## src/rtl/shared_ram_responder.sv

```systemverilog
`default_nettype none
// ============================================================================
// Module   : shared_ram_responder
// Brief    : Single-port RAM shared by the instruction-fetch (pc_*) and the
//            operand load/store (op_*) masters. Round-robin arbitration on
//            ties, req/ack handshake, WAIT_STATES extra cycles per access.
//            Optional build macro RAM_CLEAR_ON_RESET_EN: memory words are
//            cleared asynchronously by reset_n; otherwise contents survive
//            reset.
// Revision : 1.0 - initial release
// ============================================================================
module shared_ram_responder #(
    parameter int WORD_WIDTH  = 8,
    parameter int ADDR_WIDTH  = 3,
    parameter int WAIT_STATES = 1
) (
    input  logic                  clk,
    input  logic                  reset_n,
    input  logic                  pc_req,
    input  logic [ADDR_WIDTH-1:0] pc_addr,
    output logic [WORD_WIDTH-1:0] pc_rdata,
    output logic                  pc_ack,
    input  logic                  op_req,
    input  logic                  op_write,
    input  logic [ADDR_WIDTH-1:0] op_addr,
    input  logic [WORD_WIDTH-1:0] op_wdata,
    output logic [WORD_WIDTH-1:0] op_rdata,
    output logic                  op_ack,
    output logic                  busy
);

    localparam int c_depth   = 2 ** ADDR_WIDTH;
    localparam int c_cnt_w   = (WAIT_STATES > 0) ? $clog2(WAIT_STATES + 1) : 1;
    localparam bit c_no_wait = (WAIT_STATES == 0);
    localparam logic [c_cnt_w-1:0] c_last_cnt =
        c_cnt_w'((WAIT_STATES > 0) ? WAIT_STATES - 1 : 0);

    typedef enum logic [1:0] {
        S_IDLE = 2'd0,
        S_WAIT = 2'd1,
        S_ACK  = 2'd2
    } state_t;

    state_t                  r_state;
    logic [c_cnt_w-1:0]      r_cnt;
    logic                    r_last_pc;   // 1: last tie went to PC
    logic                    r_sel_pc;
    logic [ADDR_WIDTH-1:0]   r_addr;
    logic                    r_write;
    logic [WORD_WIDTH-1:0]   r_wdata;
    logic [WORD_WIDTH-1:0]   r_pc_rdata;
    logic [WORD_WIDTH-1:0]   r_op_rdata;
    logic                    r_pc_ack;
    logic                    r_op_ack;
    logic                    r_busy;
    logic [WORD_WIDTH-1:0]   r_mem [c_depth];

    logic                    w_any_req;
    logic                    w_tie;
    logic                    w_pick_pc;
    logic [ADDR_WIDTH-1:0]   w_in_addr;
    logic                    w_in_write;
    logic                    w_in_idle;
    logic                    w_cur_sel_pc;
    logic [ADDR_WIDTH-1:0]   w_cur_addr;
    logic                    w_cur_write;
    logic [WORD_WIDTH-1:0]   w_cur_wdata;
    logic                    w_enter_ack;

    // Arbitration and selection of the access that completes on this edge.
    // With no wait states the access commits on the grant edge itself, so
    // the live request fields are used instead of the latched copies.
    always_comb begin
        w_any_req    = pc_req || op_req;
        w_tie        = pc_req && op_req;
        w_pick_pc    = pc_req && (!op_req || !r_last_pc);
        w_in_addr    = w_pick_pc ? pc_addr : op_addr;
        w_in_write   = w_pick_pc ? 1'b0 : op_write;
        w_in_idle    = (r_state == S_IDLE);
        w_cur_sel_pc = w_in_idle ? w_pick_pc  : r_sel_pc;
        w_cur_addr   = w_in_idle ? w_in_addr  : r_addr;
        w_cur_write  = w_in_idle ? w_in_write : r_write;
        w_cur_wdata  = w_in_idle ? op_wdata   : r_wdata;
        w_enter_ack  = (w_in_idle && w_any_req && c_no_wait) ||
                       ((r_state == S_WAIT) && (r_cnt == c_last_cnt));
    end

    // Access FSM with registered ack, read data and busy outputs.
    always_ff @(posedge clk or negedge reset_n) begin
        if (!reset_n) begin
            r_state    <= S_IDLE;
            r_cnt      <= '0;
            r_last_pc  <= 1'b0;
            r_sel_pc   <= 1'b0;
            r_addr     <= '0;
            r_write    <= 1'b0;
            r_wdata    <= '0;
            r_pc_rdata <= '0;
            r_op_rdata <= '0;
            r_pc_ack   <= 1'b0;
            r_op_ack   <= 1'b0;
            r_busy     <= 1'b0;
        end else begin
            r_pc_ack <= 1'b0;
            r_op_ack <= 1'b0;
            case (r_state)
                S_IDLE: begin
                    if (w_any_req) begin
                        r_sel_pc <= w_pick_pc;
                        r_addr   <= w_in_addr;
                        r_write  <= w_in_write;
                        r_wdata  <= op_wdata;
                        r_cnt    <= '0;
                        r_busy   <= 1'b1;
                        // Only contested grants move the round-robin pointer.
                        if (w_tie) begin
                            r_last_pc <= w_pick_pc;
                        end
                        r_state <= c_no_wait ? S_ACK : S_WAIT;
                    end
                end
                S_WAIT: begin
                    if (r_cnt == c_last_cnt) begin
                        r_state <= S_ACK;
                    end else begin
                        r_cnt <= r_cnt + 1'b1;
                    end
                end
                S_ACK: begin
                    r_state <= S_IDLE;
                    r_busy  <= 1'b0;
                end
                default: begin
                    r_state <= S_IDLE;
                    r_busy  <= 1'b0;
                end
            endcase
            if (w_enter_ack) begin
                if (w_cur_sel_pc) begin
                    r_pc_ack <= 1'b1;
                    if (!w_cur_write) begin
                        r_pc_rdata <= r_mem[w_cur_addr];
                    end
                end else begin
                    r_op_ack <= 1'b1;
                    if (!w_cur_write) begin
                        r_op_rdata <= r_mem[w_cur_addr];
                    end
                end
            end
        end
    end

`ifdef RAM_CLEAR_ON_RESET_EN
    // Storage array, cleared together with the rest of the state on reset.
    always_ff @(posedge clk or negedge reset_n) begin
        if (!reset_n) begin
            for (int i = 0; i < c_depth; i++) begin
                r_mem[i] <= '0;
            end
        end else if (w_enter_ack && w_cur_write) begin
            r_mem[w_cur_addr] <= w_cur_wdata;
        end
    end
`else
    // Storage array; contents persist across reset, writes blocked while
    // reset is held so an aborted access can never commit.
    always_ff @(posedge clk) begin
        if (reset_n && w_enter_ack && w_cur_write) begin
            r_mem[w_cur_addr] <= w_cur_wdata;
        end
    end
`endif

    assign pc_rdata = r_pc_rdata;
    assign op_rdata = r_op_rdata;
    assign pc_ack   = r_pc_ack;
    assign op_ack   = r_op_ack;
    assign busy     = r_busy;

endmodule
`default_nettype wire

```

## config.mk

```make
export PLATFORM = sky130hd
export DESIGN_NAME = shared_ram_responder
export DESIGN_NICKNAME = d
export VERILOG_FILES = /design/src/rtl/shared_ram_responder.sv
export SDC_FILE = /design/constraint.sdc
export NUM_CORES = 1
export LEC_CHECK = 0
export CAP_MARGIN = 20
export CORE_MARGIN = 2
export CORE_UTILIZATION = 57
export DETAILED_ROUTE_END_ITERATION = 16
export PLACE_DENSITY = 0.88
export SETUP_SLACK_MARGIN = 0.02
export SYNTH_ARGS = -nofsm -noshare
export SYNTH_HDL_FRONTEND = slang
export SYNTH_SLANG_ARGS = --single-unit
```

## constraint.sdc

```tcl
create_clock -name clk -period 2.8 [get_ports clk]
set_input_delay 0.28 -clock clk [delete_from_list [all_inputs] [get_ports clk]]
set_output_delay 0.28 -clock clk [all_outputs]
set_load 0.02 [all_outputs]
```

# Yosys cells after proc, flatten, opt, wreduce, memory -nomap -nowiden
# Memory sizes are Yosys's and may differ from the RTL's.
# Cells that the tools add are included.
[totals]
reg_bits = 36
mem_bits_rw = 64
input_bits = 19
out_inout_bits = 19
word_cells = 59
n_memories = 1
[op_classes]
n_addsub = 1
eq_ne = 3
n_mux = 20
n_bitwise = 4
reduce_logical = 18
[memory_table]
columns = ["name", "words", "width", "rd", "rd_ports_with_merged_regs", "write_ports", "line_no", "text"]
rows = [
  ["r_mem", 8, 8, 1, 0, 1, "56", "logic [WORD_WIDTH-1:0] r_mem [c_depth];"],
]
[op_table]
columns = ["cell", "n"]
rows = [
  ["$mux 1", 12],
  ["$reduce_and 3->1", 3],
  ["$mux 8", 1],
  ["$reduce_and 2->1", 4],
  ["$mux 3", 2],
  ["$logic_and 1x1->1", 5],
  ["$mux 2", 2],
  ["$ne 2x2->1 const B", 2],
  ["$not 1->1", 4],
  ["$pmux 1 s2", 2],
  ["$pmux 2 s2", 1],
  ["$eq 2x1->1 const B", 1],
  ["$logic_not 1->1", 2],
  ["$logic_not 2->1", 1],
  ["$logic_or 1x1->1", 2],
  ["$reduce_bool 2->1", 1],
  ["$add 1x1->1 const B", 1],
]

# Logic depth before layout (Yosys ltp)
[depth]
depth_word = 8
ltp_mapped = 8
mapped_depth_nobuf = 6

# Least setup slack after synthesis
# Ideal clock, no wire load.
[synth_timing]
path_type = "register to register"
startpoint = "register r_last_pc"
endpoint = "memory r_mem[1][0] (enable)"
setup_time_ps = 370
t_arrival_ps = 1698
path_slack_ps = 732
stages_incl_launch_ff = 7
period_less_slack_ps = 2068
path_cell_list = "dfrtp_1 > and2_2 > o221a_4 > buf_4 > nor2_1 > nand4_1 > nor2_1"
[synth_between]
elab_chain_cells = 8
[synth_lines]
columns = ["element", "line_no", "text"]
rows = [
  ["start: declaration", "46", "logic r_last_pc;"],
  ["start signal: assignment", "117", "r_last_pc <= w_pick_pc;"],
  ["$logic_not 1->1 (*)", "76", "w_pick_pc = pc_req && (!op_req || !r_last_pc);"],
  ["$logic_or 1x1->1 (*)", "76", ""],
  ["$logic_and 1x1->1 (*)", "76", ""],
  ["$mux 1", "78", "w_in_write = w_pick_pc ? 1'b0 : op_write;"],
  ["$mux 1", "82", "w_cur_write = w_in_idle ? w_in_write : r_write;"],
  ["$logic_and 1x1->1", "169", "if (reset_n && w_enter_ack && w_cur_write) begin"],
  ["$mux 1", "169", ""],
  ["$mux 1 (implied by the code)", "170", "r_mem[w_cur_addr] <= w_cur_wdata;"],
  ["end: declaration", "56", ""],
]
# Every way passes the cells marked *; elsewhere a longest branch is shown, timed or not.

# Worst setup path after layout
[layout_timing]
startpoint = "register r_state[0]"
endpoint = "memory r_mem[2][2] (enable)"
[layout_between]
elab_chain_cells = 6
[layout_lines]
columns = ["element", "line_no", "text"]
rows = [
  ["start: declaration", "44", "state_t r_state;"],
  ["start signal: assignment", "119", "r_state <= c_no_wait ? S_ACK : S_WAIT;"],
  ["$eq 2x1->1", "85", "((r_state == S_WAIT) && (r_cnt == c_last_cnt));"],
  ["$logic_and 1x1->1", "85", ""],
  ["$logic_and 1x1->1 (2 in a row)", "169", ""],
  ["$mux 1", "169", ""],
  ["$mux 1 (implied by the code)", "170", ""],
]
# Several ways; a longest one is shown, not always the timed one.

==> impl_results.md <==
- Status: finished, violations left
- Violations in the final reports: negative hold slack
- Clock latency on the worst-skew pair: 0.37 ns
- Distinct cell type count after synthesis: 39
- Antenna diode count: 0
- Post-Syn Area: 4284 um2
- Area Overhead vs Synth: 15.04%
- Final hold violation count: 6
- #FFs+latches synth: 99
- Synthesized instance count: 357
- Worst vdd ir: 0.0006414 V
- Type of destination of the critical path: register
- Number of warnings printed during yosys synthesis: 0
- Total of endpoints with negative setup slack in the final report: 0
- Peak clock frequency supported by timing: 411.7 MHz
- Crit path arrival time: 2.51 ns
- Library cell contributing the largest single delay on the critical path: sky130_fd_sc_hd__o221a_4
- Largest net degree at the start of global routing: 36
- Share of synthesized area occupied by flip-flops and latches: 0.6530
- Worst path required time: 2.88 ns
- Fin Setup TNS: 0 ns
- Clock Sinks: 99
- Clock skew: 0.009705 ns
- Global Route Usage Sum: 0.2391
- Most frequent CP cell: sky130_fd_sc_hd__buf_4
- Initial core utilization: 0.5907
- DIE AREA: 8226 um2
- Startpoint types: register
- HPWL after DPL: 6132 um
- Max Cap Viol: 0
- Die width: 90.70 um
- Vias in the first global route: 2928
- Number of input and output port buffers inserted: 37
- Post-CTS Repair Setup Buffers: 0
- Layout filler cell count: 508
- Fraction of layout cells with a size suffix above 1: 0.1481
- Cells along the critical path: nor2_2, buf_4, o221a_4, o2111ai_1, nor2_1, buf_4
- Max-slew violation total from the final report: 0
- Critical-path maximum fanout: 34
- Fin nets: 419
- Tightest Pin Transition: 0.6232 ns
- Setup Crit Path Kind: reg2reg
- Row cnt: 31
- Clock-pin slew on the worst setup and hold paths: 0.10 ns
- Overall routed net length: 9301 um
- Layout Cells excl Fill: 504
- Number of enable flip-flop cells after synthesis: 64
- Setup repair after global routing missed its margin: no
- Area inside the core boundary: 7253 um2
- Wire length of the first global-routing pass: 14900 um
- Min Hold Slack: -0.002660 ns
- Cell Count Post-Placement: 488
- Iteration count of the initial detailed-routing pass: 5
- Power Density: 1145 nW/um2
- Leftover overflow at the end of global routing: 0
- Family of cells with the greatest summed delay on the critical path: compound AO/OA/AOI/OAI gates
- Via density per instance: 6.054
- Resized Gates After CTS: 0
- Most used DFF post-synth: sky130_fd_sc_hd__edfxtp_1
- Slew Limit Headroom: 0.5830
- Via count: 3051
- Leakage dissipation: 1.795 nW
- Num ports: 38
- Post-route ant nets: 0
- Initial antenna violation count: 0
- Clock Root Buffer: sky130_fd_sc_hd__clkbuf_8
- Worst min path class: in2async
- Total number of H-tree levels: 3
- Routed length per instance: 18.45 um
- Number of clock buffers inserted by TritonCTS: 9
- Final critical-path share of the clock period: 0.8674
- CP max stage delay: 0.45 ns
- CTS tree: built
- Hold-fix buffer count after cts: 0
- WP buf/inv: 2
- Routability congestion estimate from global placement: 0.8951
- Share of flip-flops with an asynchronous set or reset after synthesis: 0.3535
- Post-route DRC: 0
- Post-synthesis cell type with the largest combined area: sky130_fd_sc_hd__edfxtp_1
- Post-Synthesis Mean Instance Area: 12.00 um2
- Biggest area contributors in the synthesized netlist: sky130_fd_sc_hd__edfxtp_1, sky130_fd_sc_hd__dfrtp_1, sky130_fd_sc_hd__a21oi_1
- Die height: 90.70 um
- Minimum clock period: 2.429 ns
- DR iter-0 viols: 363
- Net count of the mapped netlist: 376
- Fraction of post-synthesis cell area in the top cell type by area: 0.4486
- Buffer depth of the longest clock path: 2
## power by group
| part | internal (W) | switching (W) | total (W) |
|---|---|---|---|
| Combinational | 0.000926 | 0.00170 | 0.00262 |
| Clock | 0.000355 | 0.000500 | 0.000855 |
| Sequential | 0.00201 | 0.000160 | 0.00217 |
| Total | 0.00329 | 0.00236 | 0.00564 |
## worst paths after layout
check	start	endpoint	slack, ns	cells after the start
setup / recovery	r_state[0]	r_mem[2][2]	0.37	6
max in group asynchronous	reset_n	r_wdata[4]	2.48	2
min in group clk	op_write	r_write	0.44	3
setup reg to reg	r_state[0]	r_mem[2][2]	0.37	6
hold reg to reg	r_sel_pc	op_ack	0.48	1
hold / removal	reset_n	op_ack	-0.003	2
## state kept, by name, summed over array words and instances, names as in the netlist
register,flops
pc_ack,1
r_state,2
op_ack,1
r_wdata,8
pc_rdata,8
r_sel_pc,1
op_rdata,8
r_write,1
busy,1
r_mem,64
r_last_pc,1
r_addr,3
## Yosys cell counts, drive strengths merged (3+ instances only)
| cell type | instances |
|---|---|
| nand3 | 35 |
| nor4 | 8 |
| clkbuf | 6 |
| nand2 | 34 |
| buf | 14 |
| mux2 | 8 |
| nor2 | 31 |
| a31oi | 3 |
| dfrtp | 35 |
| edfxtp | 64 |
| o21ai | 37 |
| nor3 | 3 |
| a21oi | 50 |
| inv | 5 |
## placed cells by master (no fill, tap or decap), types with 5 or more instances in the layout
cell type	count
sky130_fd_sc_hd__mux2_2	8
sky130_fd_sc_hd__nor4_2	8
sky130_fd_sc_hd__clkbuf_8	10
sky130_fd_sc_hd__a21oi_1	50
sky130_fd_sc_hd__nand3_1	35
sky130_fd_sc_hd__nand2_1	34
sky130_fd_sc_hd__o21ai_1	10
sky130_fd_sc_hd__inv_1	5
sky130_fd_sc_hd__buf_4	17
sky130_fd_sc_hd__edfxtp_1	64
sky130_fd_sc_hd__dfrtp_1	35
sky130_fd_sc_hd__clkdlybuf4s50_1	36
sky130_fd_sc_hd__nor2_1	30
sky130_fd_sc_hd__o21ai_0	27
## cell type report
type	count	area, um2	share of cell area
flip-flops and latches	99	2798	0.5677
multi-input cells	231	1309	0.2656
repair buffers	54	493.0	0.1000
clock buffers	10	137.6	0.02793
well taps	99	123.9	0.02513
clock inverters	6	48.80	0.009901
inverters	5	18.77	0.003808
## routing by layer
layer | global-route usage | vias up | part of all wire
li1 | - | 1391 | -
met1 | 0.3080 | 1466 | 0.39
met2 | 0.3930 | 173 | 0.50
met3 | 0.06093 | 21 | 0.080
met4 | 0.08846 | 0 | 0.022
met5 | 0 | - | 0
## cell families after synthesis
| logic type | synth area share |
|---|---|
| buf+inv | 0.04147 |
| xor+xnor | 0.002045 |
| mux | 0.02103 |
| compound gates | 0.1370 |
| simple gates | 0.1454 |
| flops | 0.6530 |
## metrics by stage
stage | hold WS (ns) | utilization | setup WS, ns | instance area [um2] | total power (W)
after floorplan | -0.01559 | - | 0.7321 | 4284 | 0.004005
after global placement | 0.4041 | 0.6538 | 0.3489 | 4742 | 0.004637
after detailed placement | 0.4030 | 0.6538 | 0.1940 | 4742 | 0.004769
after CTS | 0.006610 | 0.6795 | 0.4493 | 4928 | 0.005626
after global routing | 0.02830 | 0.6795 | 0.2317 | 4928 | 0.005978
final | -0.002660 | 0.6795 | 0.3712 | 4928 | 0.005644
Note: power is estimated with default switching activity, not from simulation.
